`src/rtl/led_wave_if.sv`:
```
// Board-side signal bundle for the LED wave sequencer.
// Groups the button/switch inputs and the LED/status outputs so the
// sequencer and its environment connect through a single port.
//   Left_n, Right_n : active-low push-buttons, asynchronous to the clock
//   Sw              : speed select (0 = slow, 1 = fast)
//   Led             : registered LED drive, NUM_LED bits
//   Pos             : current wave position, zero-extended to 4 bits
//   Dir             : 1 = stepping up (left), 0 = stepping down (right)
//   Running         : 1 while the wave is moving
// Modports: master drives the inputs (board / bench), slave is the sequencer.
interface led_wave_if #(
   parameter int unsigned NUM_LED = 10
);
   logic               Left_n;
   logic               Right_n;
   logic               Sw;
   logic [NUM_LED-1:0] Led;
   logic [3:0]         Pos;
   logic               Dir;
   logic               Running;

   modport master (
      output Left_n, Right_n, Sw,
      input  Led, Pos, Dir, Running
   );

   modport slave (
      input  Left_n, Right_n, Sw,
      output Led, Pos, Dir, Running
   );
endinterface

```
`src/rtl/led_wave_sequencer.sv`:
```
// LED wave sequencer.
// Debounces the Left/Right buttons, runs an IDLE / RUN_L / RUN_R state machine,
// generates the step tick at the rate picked by Sw, owns the position register
// and drives every LED from a shared two-level PWM (bright at Pos, dim elsewhere).
// Ports:
//   Clk  : system clock
//   Rst  : synchronous reset, active-high
//   io   : led_wave_if.slave (Left_n, Right_n, Sw in; Led, Pos, Dir, Running out)
// Build option:
//   BOUNCE_MODE_EN defined   -> the wave ping-pongs between the end positions
//   BOUNCE_MODE_EN undefined -> the wave wraps around
module led_wave_sequencer #(
   parameter int unsigned NUM_LED      = 10,
   parameter int unsigned DEBOUNCE_CYC = 1000000,
   parameter int unsigned SLOW_DIV     = 6250000,
   parameter int unsigned FAST_DIV     = 3125000,
   parameter int unsigned PWM_PERIOD   = 500000,
   parameter int unsigned DUTY_HI      = 450000,
   parameter int unsigned DUTY_LO      = 50000
) (
   input logic        Clk,
   input logic        Rst,
   led_wave_if.slave  io
);

   localparam int unsigned StepMax = (SLOW_DIV > FAST_DIV) ? SLOW_DIV : FAST_DIV;
   localparam int unsigned DbW     = (DEBOUNCE_CYC > 1) ? $clog2(DEBOUNCE_CYC) : 1;
   localparam int unsigned StepW   = (StepMax > 1) ? $clog2(StepMax) : 1;
   localparam int unsigned PwmW    = (PWM_PERIOD > 1) ? $clog2(PWM_PERIOD) : 1;
   localparam int unsigned PosW    = $clog2(NUM_LED);

   localparam logic [PosW-1:0] PosLast = PosW'(NUM_LED - 1);

   typedef enum logic [1:0] {
      StIdle,
      StRunL,
      StRunR
   } state_e;

   // Index 0 = Left, index 1 = Right.
   logic [1:0]     sync1_q, sync2_q;
   logic [1:0]     db_q, db_d;
   logic [DbW-1:0] db_cnt_q [2];
   logic [DbW-1:0] db_cnt_d [2];
   logic [1:0]     press;

   logic sw_s1_q, sw_s2_q;

   state_e           state_q, state_d;
   logic             dir_q, dir_d;
   logic [StepW-1:0] step_cnt_q, step_cnt_d;
   logic [PosW-1:0]  pos_q, pos_d;
   logic [PwmW-1:0]  pwm_cnt_q, pwm_cnt_d;
   logic [NUM_LED-1:0] led_q, led_d;

   logic        left_ev, right_ev;
   logic        btn_change;
   logic        running;
   logic        tick;
   logic [31:0] div_m1;
   logic        pwm_hi, pwm_lo;

   // Debounce: count while the synced level disagrees with the accepted level.
   always_comb begin
      for (int i = 0; i < 2; i++) begin
         db_d[i]     = db_q[i];
         db_cnt_d[i] = '0;
         if (sync2_q[i] != db_q[i]) begin
            if (32'(db_cnt_q[i]) >= DEBOUNCE_CYC - 1) begin
               db_d[i] = sync2_q[i];
            end else begin
               db_cnt_d[i] = db_cnt_q[i] + 1'b1;
            end
         end
      end
   end

   // Press event on the 1->0 transition of the debounced level.
   assign press    = db_q & ~db_d;
   assign left_ev  = press[0] & ~press[1];
   assign right_ev = press[1] & ~press[0];

   assign running = (state_q != StIdle);
   assign div_m1  = sw_s2_q ? (FAST_DIV - 1) : (SLOW_DIV - 1);

   always_comb begin
      state_d    = state_q;
      dir_d      = dir_q;
      step_cnt_d = '0;
      pos_d      = pos_q;
      tick       = 1'b0;

      case (state_q)
         StIdle: begin
            if (left_ev) begin
               state_d = StRunL;
            end else if (right_ev) begin
               state_d = StRunR;
            end
         end
         StRunL: begin
            if (left_ev) begin
               state_d = StIdle;
            end else if (right_ev) begin
               state_d = StRunR;
            end
         end
         StRunR: begin
            if (right_ev) begin
               state_d = StIdle;
            end else if (left_ev) begin
               state_d = StRunL;
            end
         end
         default: state_d = StIdle;
      endcase

      btn_change = (state_d != state_q);

      // A button-driven state change restarts the step period; >= lets a switch
      // to the faster divisor tick at once instead of overrunning.
      if (running && !btn_change) begin
         if (32'(step_cnt_q) >= div_m1) begin
            tick = 1'b1;
         end else begin
            step_cnt_d = step_cnt_q + 1'b1;
         end
      end

      if (tick) begin
         if (state_q == StRunL) begin
`ifdef BOUNCE_MODE_EN
            if (pos_q == PosLast) begin
               pos_d   = PosLast - 1'b1;
               state_d = StRunR;
            end else begin
               pos_d = pos_q + 1'b1;
            end
`else
            pos_d = (pos_q == PosLast) ? '0 : pos_q + 1'b1;
`endif
         end else begin
`ifdef BOUNCE_MODE_EN
            if (pos_q == '0) begin
               pos_d   = PosW'(1);
               state_d = StRunL;
            end else begin
               pos_d = pos_q - 1'b1;
            end
`else
            pos_d = (pos_q == '0) ? PosLast : pos_q - 1'b1;
`endif
         end
      end

      case (state_d)
         StRunL:  dir_d = 1'b1;
         StRunR:  dir_d = 1'b0;
         default: dir_d = dir_q;
      endcase
   end

   // Free-running PWM frame shared by all LEDs.
   always_comb begin
      pwm_cnt_d = (32'(pwm_cnt_q) >= PWM_PERIOD - 1) ? '0 : pwm_cnt_q + 1'b1;
      pwm_hi    = (32'(pwm_cnt_q) < DUTY_HI);
      pwm_lo    = (32'(pwm_cnt_q) < DUTY_LO);
      for (int unsigned i = 0; i < NUM_LED; i++) begin
         led_d[i] = (32'(pos_q) == i) ? pwm_hi : pwm_lo;
      end
   end

   always_ff @(posedge Clk) begin
      if (Rst) begin
         sync1_q     <= 2'b11;
         sync2_q     <= 2'b11;
         db_q        <= 2'b11;
         db_cnt_q[0] <= '0;
         db_cnt_q[1] <= '0;
         sw_s1_q     <= 1'b1;
         sw_s2_q     <= 1'b1;
         state_q     <= StIdle;
         dir_q       <= 1'b0;
         step_cnt_q  <= '0;
         pos_q       <= '0;
         pwm_cnt_q   <= '0;
         led_q       <= '0;
      end else begin
         sync1_q     <= {io.Right_n, io.Left_n};
         sync2_q     <= sync1_q;
         db_q        <= db_d;
         db_cnt_q[0] <= db_cnt_d[0];
         db_cnt_q[1] <= db_cnt_d[1];
         sw_s1_q     <= io.Sw;
         sw_s2_q     <= sw_s1_q;
         state_q     <= state_d;
         dir_q       <= dir_d;
         step_cnt_q  <= step_cnt_d;
         pos_q       <= pos_d;
         pwm_cnt_q   <= pwm_cnt_d;
         led_q       <= led_d;
      end
   end

   assign io.Led     = led_q;
   assign io.Pos     = 4'(pos_q);
   assign io.Dir     = dir_q;
   assign io.Running = running;

endmodule

```
`src/flat_wrapper.sv`:
```
// flat-port wrapper written by rule: the top's interface ports become plain ports
module led_wave_sequencer_flat 
#(
   parameter int unsigned NUM_LED      = 10,
   parameter int unsigned DEBOUNCE_CYC = 1000000,
   parameter int unsigned SLOW_DIV     = 6250000,
   parameter int unsigned FAST_DIV     = 3125000,
   parameter int unsigned PWM_PERIOD   = 500000,
   parameter int unsigned DUTY_HI      = 450000,
   parameter int unsigned DUTY_LO      = 50000
)
  (Clk, Rst, io_Left_n, io_Right_n, io_Sw, io_Led, io_Pos, io_Dir, io_Running);
  led_wave_if #(.NUM_LED(NUM_LED)) io_i ();
  input logic Clk;
  input logic Rst;
  input wire logic [$bits(io_i.Left_n)-1:0] io_Left_n;
  input wire logic [$bits(io_i.Right_n)-1:0] io_Right_n;
  input wire logic [$bits(io_i.Sw)-1:0] io_Sw;
  output wire logic [$bits(io_i.Led)-1:0] io_Led;
  output wire logic [$bits(io_i.Pos)-1:0] io_Pos;
  output wire logic [$bits(io_i.Dir)-1:0] io_Dir;
  output wire logic [$bits(io_i.Running)-1:0] io_Running;
  assign io_i.Left_n = io_Left_n;
  assign io_i.Right_n = io_Right_n;
  assign io_i.Sw = io_Sw;
  assign io_Led = io_i.Led;
  assign io_Pos = io_i.Pos;
  assign io_Dir = io_i.Dir;
  assign io_Running = io_i.Running;
  led_wave_sequencer #(.NUM_LED(NUM_LED), .DEBOUNCE_CYC(DEBOUNCE_CYC), .SLOW_DIV(SLOW_DIV), .FAST_DIV(FAST_DIV), .PWM_PERIOD(PWM_PERIOD), .DUTY_HI(DUTY_HI), .DUTY_LO(DUTY_LO)) u_core (.Clk(Clk), .Rst(Rst), .io(io_i));
endmodule
```
`config.mk`:
```
export PLATFORM = sky130hd
export DESIGN_NAME = led_wave_sequencer_flat
export DESIGN_NICKNAME = d
export VERILOG_FILES = /design/src/rtl/led_wave_if.sv /design/src/rtl/led_wave_sequencer.sv /design/src/flat_wrapper.sv
export SDC_FILE = /design/constraint.sdc
export NUM_CORES = 1
export LEC_CHECK = 0
export CORE_MARGIN = 1
export CORE_UTILIZATION = 55
export CTS_BUF_LIST = sky130_fd_sc_hd__clkbuf_4 sky130_fd_sc_hd__clkbuf_8
export DETAILED_ROUTE_END_ITERATION = 12
export PLACE_DENSITY = 0.73
export SKIP_LAST_GASP = 1
export SLEW_MARGIN = 25
export SYNTH_ARGS = -nofsm -noshare
export SYNTH_HDL_FRONTEND = slang
export SYNTH_SLANG_ARGS = --single-unit
```
`constraint.sdc`:
```
create_clock -name Clk -period 2.9 [get_ports Clk]
set_input_delay 0.58 -clock Clk [delete_from_list [all_inputs] [get_ports Clk]]
set_output_delay 0.58 -clock Clk [all_outputs]
set_load 0.01 [all_outputs]
```
Yosys cells after proc, flatten, opt, wreduce, memory -nomap -nowiden
Memory sizes are Yosys's and may differ from the RTL's.
Cells that the tools add are included.
{"block": "word_totals", "word_cells": 93, "memories": 1, "mem_bits_rw": 40, "register_bits": 67}
{"memory": "u_core.db_cnt_q", "words": 2, "width": 20, "rd": 2, "rd_clocked_by_memory_dff": 0, "write_ports": 2, "line_no": "led_wave_sequencer.sv:43", "source": "logic [DbW-1:0] db_cnt_q [2];"}
{"block": "op_classes", "eq_ne": 16, "muxes": 36, "n_lt_le_gt_ge": 6, "n_reduce_logical": 8, "bitwise": 9, "n_addsub": 6}
{"cell": "$mux W20", "n": 6}
{"cell": "$add A20 B1 Y20 const B", "n": 2}
{"cell": "$ge A20 B20 Y1 const B", "n": 2}
{"cell": "$ge A23 B32 Y1", "n": 1}
{"cell": "$add A23 B1 Y23 const B", "n": 1}
{"cell": "$mux W23", "n": 1}
{"cell": "$add A19 B1 Y19 const B", "n": 1}
{"cell": "$ge A19 B19 Y1 const B", "n": 1}
{"cell": "$lt A19 B16 Y1 const B", "n": 1}
{"cell": "$lt A19 B19 Y1 const B", "n": 1}
{"cell": "$mux W1", "n": 19}
{"cell": "$eq A4 B3 Y1 const B", "n": 4}
{"cell": "$mux W4", "n": 3}
{"cell": "$mux W2", "n": 5}
{"cell": "$eq A4 B2 Y1 const B", "n": 2}
{"cell": "$eq A4 B4 Y1 const B", "n": 2}
{"cell": "$pmux W2 S3", "n": 1}
{"cell": "$add A4 B1 Y4 const B", "n": 1}
{"cell": "$eq A2 B1 Y1 const B", "n": 2}
{"cell": "$eq A2 B2 Y1 const B", "n": 2}
{"cell": "$eq A4 B1 Y1 const B", "n": 1}
{"cell": "$logic_not A4 Y1", "n": 1}
{"cell": "$reduce_bool A2 Y1", "n": 2}
{"cell": "$sub A4 B1 Y4 const B", "n": 1}
{"cell": "13 further kinds", "n": 18}

Logic depth before layout (Yosys ltp)
Gate-level depths: netlist of run 1.
An unclocked memory read counts as a cell.
{"block": "logic_depth", "word_depth": 16, "mapped_depth": 12}

Least setup slack after synthesis of run 1
No wires, ideal clock.
{"block": "synth_timing", "path_type": "register to register", "from": "memory u_core.db_cnt_q[0][26] (netlist bit)", "to": "register u_core.dir_q (netlist: u_core.io.Dir)", "path_slack_ps": 245, "stages_incl_launch_ff": 13, "arrival_ps": 2531, "period_less_slack_ps": 2655, "setup_ps": 125, "required_time_ps": 2775, "path_buffers": 2, "path_cell_list": "dfxtp_1 -> buf_6 -> or4_1 -> a311o_1 -> a31oi_4 -> xnor2_1 -> clkbuf_1 -> nand2b_1 -> nand2_1 -> ha_1 -> nor2_1 -> a21oi_1 -> nor2_1"}
{"item": "start: declaration", "line_no": "led_wave_sequencer.sv:43"}
{"item": "end signal: assignment", "line_no": "led_wave_sequencer.sv:197", "source": "dir_q <= dir_d;"}
{"item": "end: declaration", "line_no": "led_wave_sequencer.sv:50", "source": "logic dir_q, dir_d;"}

Worst setup path in the final report of run 1
{"block": "layout_timing", "from": "register u_core.sw_s2_q", "to": "register u_core.pos_q[1] (netlist: u_core.io.Pos[1])"}
{"block": "layout_between", "elab_chain_cells": 4}
{"item": "start: declaration", "line_no": "led_wave_sequencer.sv:47", "source": "logic sw_s1_q, sw_s2_q;"}
{"item": "start signal: assignment", "line_no": "led_wave_sequencer.sv:195", "source": "sw_s2_q <= sw_s1_q;"}
{"item": "$mux W23", "line_no": "led_wave_sequencer.sv:84", "source": "assign div_m1 = sw_s2_q ? (FAST_DIV - 1) : (SLOW_DIV - 1);"}
{"item": "$ge A23 B32 Y1", "line_no": "led_wave_sequencer.sv:123", "source": "if (32'(step_cnt_q) >= div_m1) begin"}
{"item": "$mux W1", "line_no": "led_wave_sequencer.sv:123"}
{"item": "$mux W1", "line_no": "led_wave_sequencer.sv:122", "source": "if (running && !btn_change) begin"}
{"item": "end signal: assignment", "line_no": "led_wave_sequencer.sv:199", "source": "pos_q <= pos_d;"}
{"item": "end: declaration", "line_no": "led_wave_sequencer.sv:52", "source": "logic [PosW-1:0] pos_q, pos_d;"}
No other way between the ends.
A chain may end at the register's enable or synchronous reset.

==> metrics.md, run 1 <==
| Metric | Value |
|---|---|
| Post-synthesis to final-layout area growth | `8.839%` |
| Largest family of logic cells by synthesized area | `simple AND/OR/NAND/NOR gates` |
| Seq cells post-synth | `107` |
| IO Count | `21` |
| Vias per cell | `5.448` |
| Pleak | `1.918 nW` |
| Part of the power in the clock network | `35.9%` |
| Ys Warns | `0` |
| Reg clk slew, reported paths | `0.10 ns` |
| Max H-tree Level | `3` |
| Finished Layout Cells | `690` |
| Cell Pwr Density | `455.9 nW/um^2` |
| Psw | `576.7 uW` |
| Peak supply drop | `0.3531 mV` |
| Post-synth ARST share | `0%` |
| DIE WIDTH | `98.39 um` |
| Comb pwr share | `3.9%` |
| Skew-Pair Late Insertion Delay | `0.36 ns` |
| I/O Buffers | `20` |
| Drt first pass iters | `4` |
| Global Route Usage Sum | `20.07%` |
| DIE HEIGHT | `98.39 um` |
| Synth Area in Adders | `3.428%` |
| Setup Crit Path Kind | `register to register` |
| Largest net degree at the start of global routing | `24` |
| Cell taking the most area after synthesis | `dfxtp_1` |
| Routed WL | `8968 um` |
| FP Rows | `34` |
| Syn Inst Count | `565` |
| Multiplexer share of the synthesized area | `2.351%` |
| Maximum clock insertion buffer count | `2` |
| Total grt overflow | `0` |
| Number of setup buffers added after CTS | `0` |
| Post-cts sizing count | `0` |
| Hold buffers post-CTS | `0` |
| Pre-CTS worst setup slack | `0.3373 ns` |
| Placed Cells | `675` |
| First-pass GRT wire length | `15970 um` |
| Yosys top cell area share | `41.92%` |
| WP data arrival | `2.94 ns` |
| Setup crit start | `u_core.sw_s2_q$_SDFF_PP1_` |
| Routability cong. | `0.7851` |
| RSZ-0062 raised after global routing | `false` |
| CTS tree | `yes` |
| Tot Pwr | `2.535 mW` |
| Nets | `597` |
| Final setup violation count | `0` |
| Ys flop type | `dfxtp_1` |
| Final core occ | `62.85%` |
| Die Area | `9681 um^2` |
| Placed cell areas | `5363 um^2` |
| Fin crit period | `2.640 ns` |
| Final slew viol count | `0` |
| Leading cell type in the layout, fill and taps excluded | `dfxtp_1` |
| DR iter-0 viols | `151` |
| DRC errors left | `0` |
| Clk sink count | `107` |
| Worst slew margin | `55.53%` |
| Final period util | `91.03%` |
| Fin area | `5562 um^2` |
| Final Worst Setup Slack | `0.2601 ns` |
| Post-synthesis xor/xnor area fraction | `13.03%` |
| Final hold violation count | `0` |
| Reg2Reg Depth | `8` |
| Clk root buf | `clkbuf_8` |
| Vias after detailed routing | `3759` |
| Post-synth cell types | `52` |
| Post-synthesis net count | `584` |
| Aggregate negative setup slack | `0 ns` |
| Ratio of cells with drive above 1 in the final layout | `8.763%` |
| Post-synthesis compound-gate area fraction | `7.762%` |
| Worst-Margin Slew | `0.6626 ns` |
| RR Endpoint | `u_core.io.Pos[1]$_SDFFE_PP0P_` |
| Hold crit path type | `register to register` |
| Switching Share | `22.75%` |
| CP required | `3.20 ns` |
| EDFF count, synth | `0` |
| Critical path endpoint | `u_core.io.Pos[1]$_SDFFE_PP0P_` |
| Antenna Cells | `0` |
| Status | `completed` |
| Initial Util | `57.75%` |
| Dpl hpwl | `6422 um` |
| Vias in the first global route | `3675` |
| WHS | `0.4083 ns` |
| Int Pwr | `1.959 mW` |
| Filler cells | `773` |
| Initial antenna violation count | `0` |
| Wire length per cell | `13.00 um` |
| Flop-to-flop setup slack | `0.26 ns` |
| CP max FO | `8` |
| Simple-gate share of the synthesized area | `28.01%` |
| Clock skew | `0.01666 ns` |
| Worst Setup End Kind | `register` |
| Total CTS buffers | `9` |
| # Max-Cap Violations | `0` |
| Core Footprint | `8848 um^2` |
| Largest cells by area after synthesis | `dfxtp_1, xor2_1, nor2_1` |
| Commonest cells after routing, fill and taps aside | `dfxtp_1, nor2_1, xor2_1` |
| Antenna-violating nets left | `0` |
| Worst setup SP type | `register` |
| Register area share after synthesis | `41.92%` |
| Synth Cell Area | `5110 um^2` |
| Syn avg cell area | `9.044 um^2` |
| Max Clk Rate | `378.8 MHz` |
| Flop pwr share | `60.2%` |
| FF-to-FF Start | `u_core.sw_s2_q$_SDFF_PP1_` |
==> critical path, cell delays in order, from the launching register on <==
cell and delay, ns:
dfxtp_1 0.46, inv_1 0.15, ha_1 0.32, o211ai_1 0.09, a311o_1 0.33, and4_1 0.19
or3_1 0.46, a2111oi_0 0.40, o21a_1 0.18
==> flip-flops by register name (all words and copies together) (netlist names) <==
signal	count
u_core.sync2_q	2
u_core.sw_s1_q	1
u_core.state_q	2
u_core.io.Dir	1
u_core.sw_s2_q	1
u_core.step_cnt_q	23
u_core.db_cnt_q	40
u_core.sync1_q	2
u_core.io.Pos	4
u_core.db_q	2
u_core.io.Led	10
u_core.pwm_cnt_q	19
==> layout make-up <==
cell class / count / area [um^2] / area share (%)
Tap cell: 108 / 135.1 / 2.430
Inverter: 12 / 45.04 / 0.8099
Clock inverter: 6 / 75.07 / 1.350
Sequential cell: 107 / 2142 / 38.52
Multi-Input combinational cell: 423 / 2790 / 50.17
Timing Repair Buffer: 25 / 250.2 / 4.499
Clock buffer: 9 / 123.9 / 2.227
==> metal layers <==
layer / wire length, um / share of wire (%) / global-route usage, %
met1: 4122 / 46 / 23.52
met2: 4501 / 50 / 35.97
met3: 236 / 2.6 / 4.724
met4: 109 / 1.2 / 6.659
met5: 0 / 0 / 0
==> synthesized netlist by cell type, types with 12 or more instances <==
| library cell | n |
|---|---|
| and3_1 | 14 |
| clkbuf_1 | 18 |
| dfxtp_1 | 107 |
| ha_1 | 14 |
| inv_1 | 12 |
| mux2i_1 | 12 |
| nand2_1 | 33 |
| nand3_1 | 39 |
| nor2_1 | 88 |
| nor2_4 | 18 |
| xnor2_1 | 33 |
| xor2_1 | 43 |
==> worst min-delay path by stage <==
stage / to / slack [ns] / cells after the start / startpoint
after floorplan: u_core.sw_s2_q$_SDFF_PP1_ / 0.39 / 1 / u_core.sw_s1_q$_SDFF_PP1_
after global routing: u_core.sw_s2_q$_SDFF_PP1_ / 0.43 / 1 / u_core.sw_s1_q$_SDFF_PP1_
final: u_core.sw_s2_q$_SDFF_PP1_ / 0.41 / 1 / u_core.sw_s1_q$_SDFF_PP1_
after global placement: u_core.sw_s2_q$_SDFF_PP1_ / 0.39 / 1 / u_core.sw_s1_q$_SDFF_PP1_
after detailed placement: u_core.sync2_q[1]$_SDFF_PP1_ / 0.39 / 1 / u_core.sync1_q[1]$_SDFF_PP1_
after CTS: u_core.sw_s2_q$_SDFF_PP1_ / 0.42 / 1 / u_core.sw_s1_q$_SDFF_PP1_
==> power by group through the flow <==
| stage | Sequential [mW] | Clock, mW | Combinational (mW) |
|---|---|---|---|
| 2_1_floorplan | 1.56 | 0 | 0.0623 |
| 3_3_place_gp | 1.56 | 0 | 0.0963 |
| 3_5_place_dp | 1.56 | 0 | 0.0999 |
| 4_1_cts | 1.53 | 0.944 | 0.101 |
| 5_1_grt | 1.53 | 0.989 | 0.115 |
| 6_report | 1.53 | 0.910 | 0.0984 |
==> cells by family after synthesis <==
logic type	after synthesis
AND/OR/NAND/NOR	267
flip-flops	107
XOR/XNOR	76
AO/OA/AOI/OAI	54
buffers and inverters	35
adder cells (fa/ha/maj)	14
multiplexers	12
No activity file was read; power rests on OpenSTA's default activity.
==> inputs of run 2 (changes only) <==
--- a/config.mk
+++ b/config.mk
@@ -6,10 +6,10 @@
 export NUM_CORES = 1
 export LEC_CHECK = 0
 export CORE_MARGIN = 1
-export CORE_UTILIZATION = 55
+export CORE_UTILIZATION = 60
 export CTS_BUF_LIST = sky130_fd_sc_hd__clkbuf_4 sky130_fd_sc_hd__clkbuf_8
 export DETAILED_ROUTE_END_ITERATION = 12
-export PLACE_DENSITY = 0.73
+export PLACE_DENSITY = 0.79
 export SKIP_LAST_GASP = 1
 export SLEW_MARGIN = 25
 export SYNTH_ARGS = -nofsm -noshare
==> metrics.md, run 2 (same netlist as run 1, synthesis figures left out) <==
| Metric | Value |
|---|---|
| Status | `completed` |
| Nets | `597 (unchanged)` |
| Setup crit start | `u_core.db_cnt_q[0][26]$_SDFF_PP0_` |
| Skew-Pair Late Insertion Delay | `0.37 ns (about the same)` |
| Largest regs | `u_core.db_cnt_q x40, u_core.step_cnt_q x23, u_core.pwm_cnt_q x19` |
| Fin crit period | `2.621 ns (-0.01916 ns)` |
| Top reg by flops | `u_core.db_cnt_q` |
| Commonest cells after routing, fill and taps aside | `dfxtp_1, nor2_1, xor2_1` |
| Number of setup buffers added after CTS | `0 (unchanged)` |
| Worst slew margin | `53.64% (-1.9 points)` |
| FF-to-FF Start | `u_core.db_cnt_q[0][26]$_SDFF_PP0_` |
| First-pass GRT wire length | `15250 um (-4.5%)` |
| CTS tree | `yes` |
| # Max-Cap Violations | `0 (unchanged)` |
| Met2 usage | `38.29% (+2.3 points)` |
| DIE HEIGHT | `94.29 um (-4.2%)` |
| Hold buffers post-CTS | `0 (unchanged)` |
| Part of the power in the clock network | `36.2% (+0.3 points)` |
| Final hold violation count | `0 (unchanged)` |
| GR Util met1 | `25.71% (+2.2 points)` |
| Max Clk Rate | `381.6 MHz (+0.73%)` |
| Vias after detailed routing | `3813 (+1.4%)` |
| Drt first pass iters | `4 (unchanged)` |
| Aggregate negative setup slack | `0 ns (unchanged)` |
| Post-synthesis to final-layout area growth | `8.815% (about the same)` |
| Most crowded layer after global routing | `met2` |
| Psw | `581.1 uW (+0.76%)` |
| Cell Pwr Density | `459.0 nW/um^2 (+0.70%)` |
| Wire length per cell | `12.95 um (-0.34%)` |
| Comb pwr share | `3.9% (about the same)` |
| Clk root buf | `clkbuf_8` |
| CP required | `3.21 ns (about the same)` |
| Worst Setup End Kind | `register` |
| CP max FO | `23 (+15)` |
| M3 GR Usage | `3.883% (-0.84 points)` |
| Core Footprint | `8217 um^2 (-7.1%)` |
| Hold Path Depth | `1 (unchanged)` |
| Clk sink count | `107 (unchanged)` |
| Setup Crit Path Kind | `register to register` |
| DRC errors left | `0 (unchanged)` |
| Flop pwr share | `59.9% (-0.3 points)` |
| I/O Buffers | `20 (unchanged)` |
| WHS Endpoint | `u_core.sync2_q[1]$_SDFF_PP1_` |
| RR Endpoint | `u_core.step_cnt_q[9]$_SDFF_PP0_` |
| Total CTS buffers | `9 (unchanged)` |
| Reg clk slew, reported paths | `0.10 ns (about the same)` |
| RSZ-0062 raised after global routing | `false` |
| Ratio of cells with drive above 1 in the final layout | `8.919% (+0.16 points)` |
| Initial antenna violation count | `0 (unchanged)` |
| Hold crit path type | `register to register` |
| Antenna Cells | `0 (unchanged)` |
| Vias in the first global route | `3463 (-5.8%)` |
| Clock skew | `0.01391 ns (-0.002758 ns)` |
| IO Count | `21 (unchanged)` |
| FP Rows | `33 (-2.9%)` |
| Maximum clock insertion buffer count | `2 (unchanged)` |
| Largest net degree at the start of global routing | `24 (unchanged)` |
| Hold_sp | `u_core.sync1_q[1]$_SDFF_PP1_` |
| Switching Share | `22.77% (about the same)` |
| Die Area | `8890 um^2 (-8.2%)` |
| Flop-to-flop setup slack | `0.28 ns (+0.02 ns)` |
| WP data arrival | `2.93 ns (about the same)` |
| DR iter-0 viols | `210 (+39%)` |
| Initial Util | `62.19% (+4.4 points)` |
| Global Route Usage Sum | `21.85% (+1.8 points)` |
| Peak supply drop | `0.3316 mV (-6.1%)` |
| DIE WIDTH | `94.29 um (-4.2%)` |
| Vias per cell | `5.542 (+1.7%)` |
| Final setup violation count | `0 (unchanged)` |
| Leading cell type in the layout, fill and taps excluded | `dfxtp_1` |
| Worst-Margin Slew | `0.6954 ns (+0.03278 ns)` |
| Max reg flops | `40 (unchanged)` |
| Final core occ | `67.67% (+4.8 points)` |
| Routed WL | `8912 um (-0.62%)` |
| Final period util | `90.37% (-0.66 points)` |
| Int Pwr | `1.971 mW (+0.65%)` |
| Reg2Reg Depth | `7 (-1)` |
| Worst setup SP type | `register` |
| Max H-tree Level | `3 (unchanged)` |
| Total grt overflow | `0 (unchanged)` |
| Post-cts sizing count | `0 (unchanged)` |
| WHS | `0.4223 ns (+0.01399 ns)` |
| Final slew viol count | `0 (unchanged)` |
| Antenna-violating nets left | `0 (unchanged)` |
| Pleak | `1.925 nW (+0.36%)` |
| Dpl hpwl | `6387 um (-0.54%)` |
| Routability cong. | `0.8455 (+7.7%)` |
-- run 2: cell types whose count changed in the layout (fill, tap and decap cells not counted) --
cell        before  now
clkbuf_4         0    1
clkinv_4         2    1
inv_6            1    3
clkinvlp_4       1    0
clkinv_2         0    1
inv_8            1    0
-- run 2: worst max path at each step --
stage | end | slack, ns | depth (start not counted)
final | u_core.step_cnt_q[9]$_SDFF_PP0_ | 0.28 | 7
after global routing | u_core.io.Dir$_SDFFE_PP0P_ | 0.05 | 10
after CTS | u_core.step_cnt_q[3]$_SDFF_PP0_ | 0.25 | 7
after detailed placement | u_core.step_cnt_q[3]$_SDFF_PP0_ | 0.30 | 7
after global placement | u_core.db_cnt_q[0][8]$_SDFF_PP0_ | 0.38 | 6
after floorplan | u_core.io.Dir$_SDFFE_PP0P_ | 0.24 | 12
-- run 2: layout make-up --
class,instances,area (um^2)
inverters,12,45.04
clock buffers,10,131.4
clock inverters,6,70.07
multi-input cells,423,2790
flip-flops and latches,107,2142
well taps,105,131.4
repair buffers,25,250.2
fillers,655,2656
-- run 2: power by group through the flow --
stage               clock [mW]  sequential (mW)  combinational (mW)
global route              1.01             1.53               0.116
detailed placement           0             1.56               0.102
finish                   0.924             1.53               0.101
floorplan                    0             1.56              0.0623
global placement             0             1.56              0.0974
CTS                      0.958             1.53               0.102
-- run 2: worst max-delay path: stages, from the launching register on --
cell and delay, ns:
dfxtp_1 0.40, or4_1 0.56, a311o_1 0.39, a31oi_4 0.20
xnor2_1 0.14, or3_2 0.53, buf_12 0.21, nor2_4 0.12
-- run 2: routing by layer --
metal / share of wire [%] / wire length, um
met4: 1.7 / 155
met3: 1.8 / 163
met1: 45 / 4006
met5: 0 / 0
met2: 51 / 4586
-- run 2: stage by stage --
step	total power [mW]	std cells	setup slack [ns]	area [um^2]
after floorplan	1.622	565	0.2447	5110
after global placement	1.657	672	0.3836	5359
after detailed placement	1.664	672	0.2954	5359
after CTS	2.589	688	0.2493	5560
after global routing	2.660	688	0.05287	5560
final	2.552	688	0.2793	5560
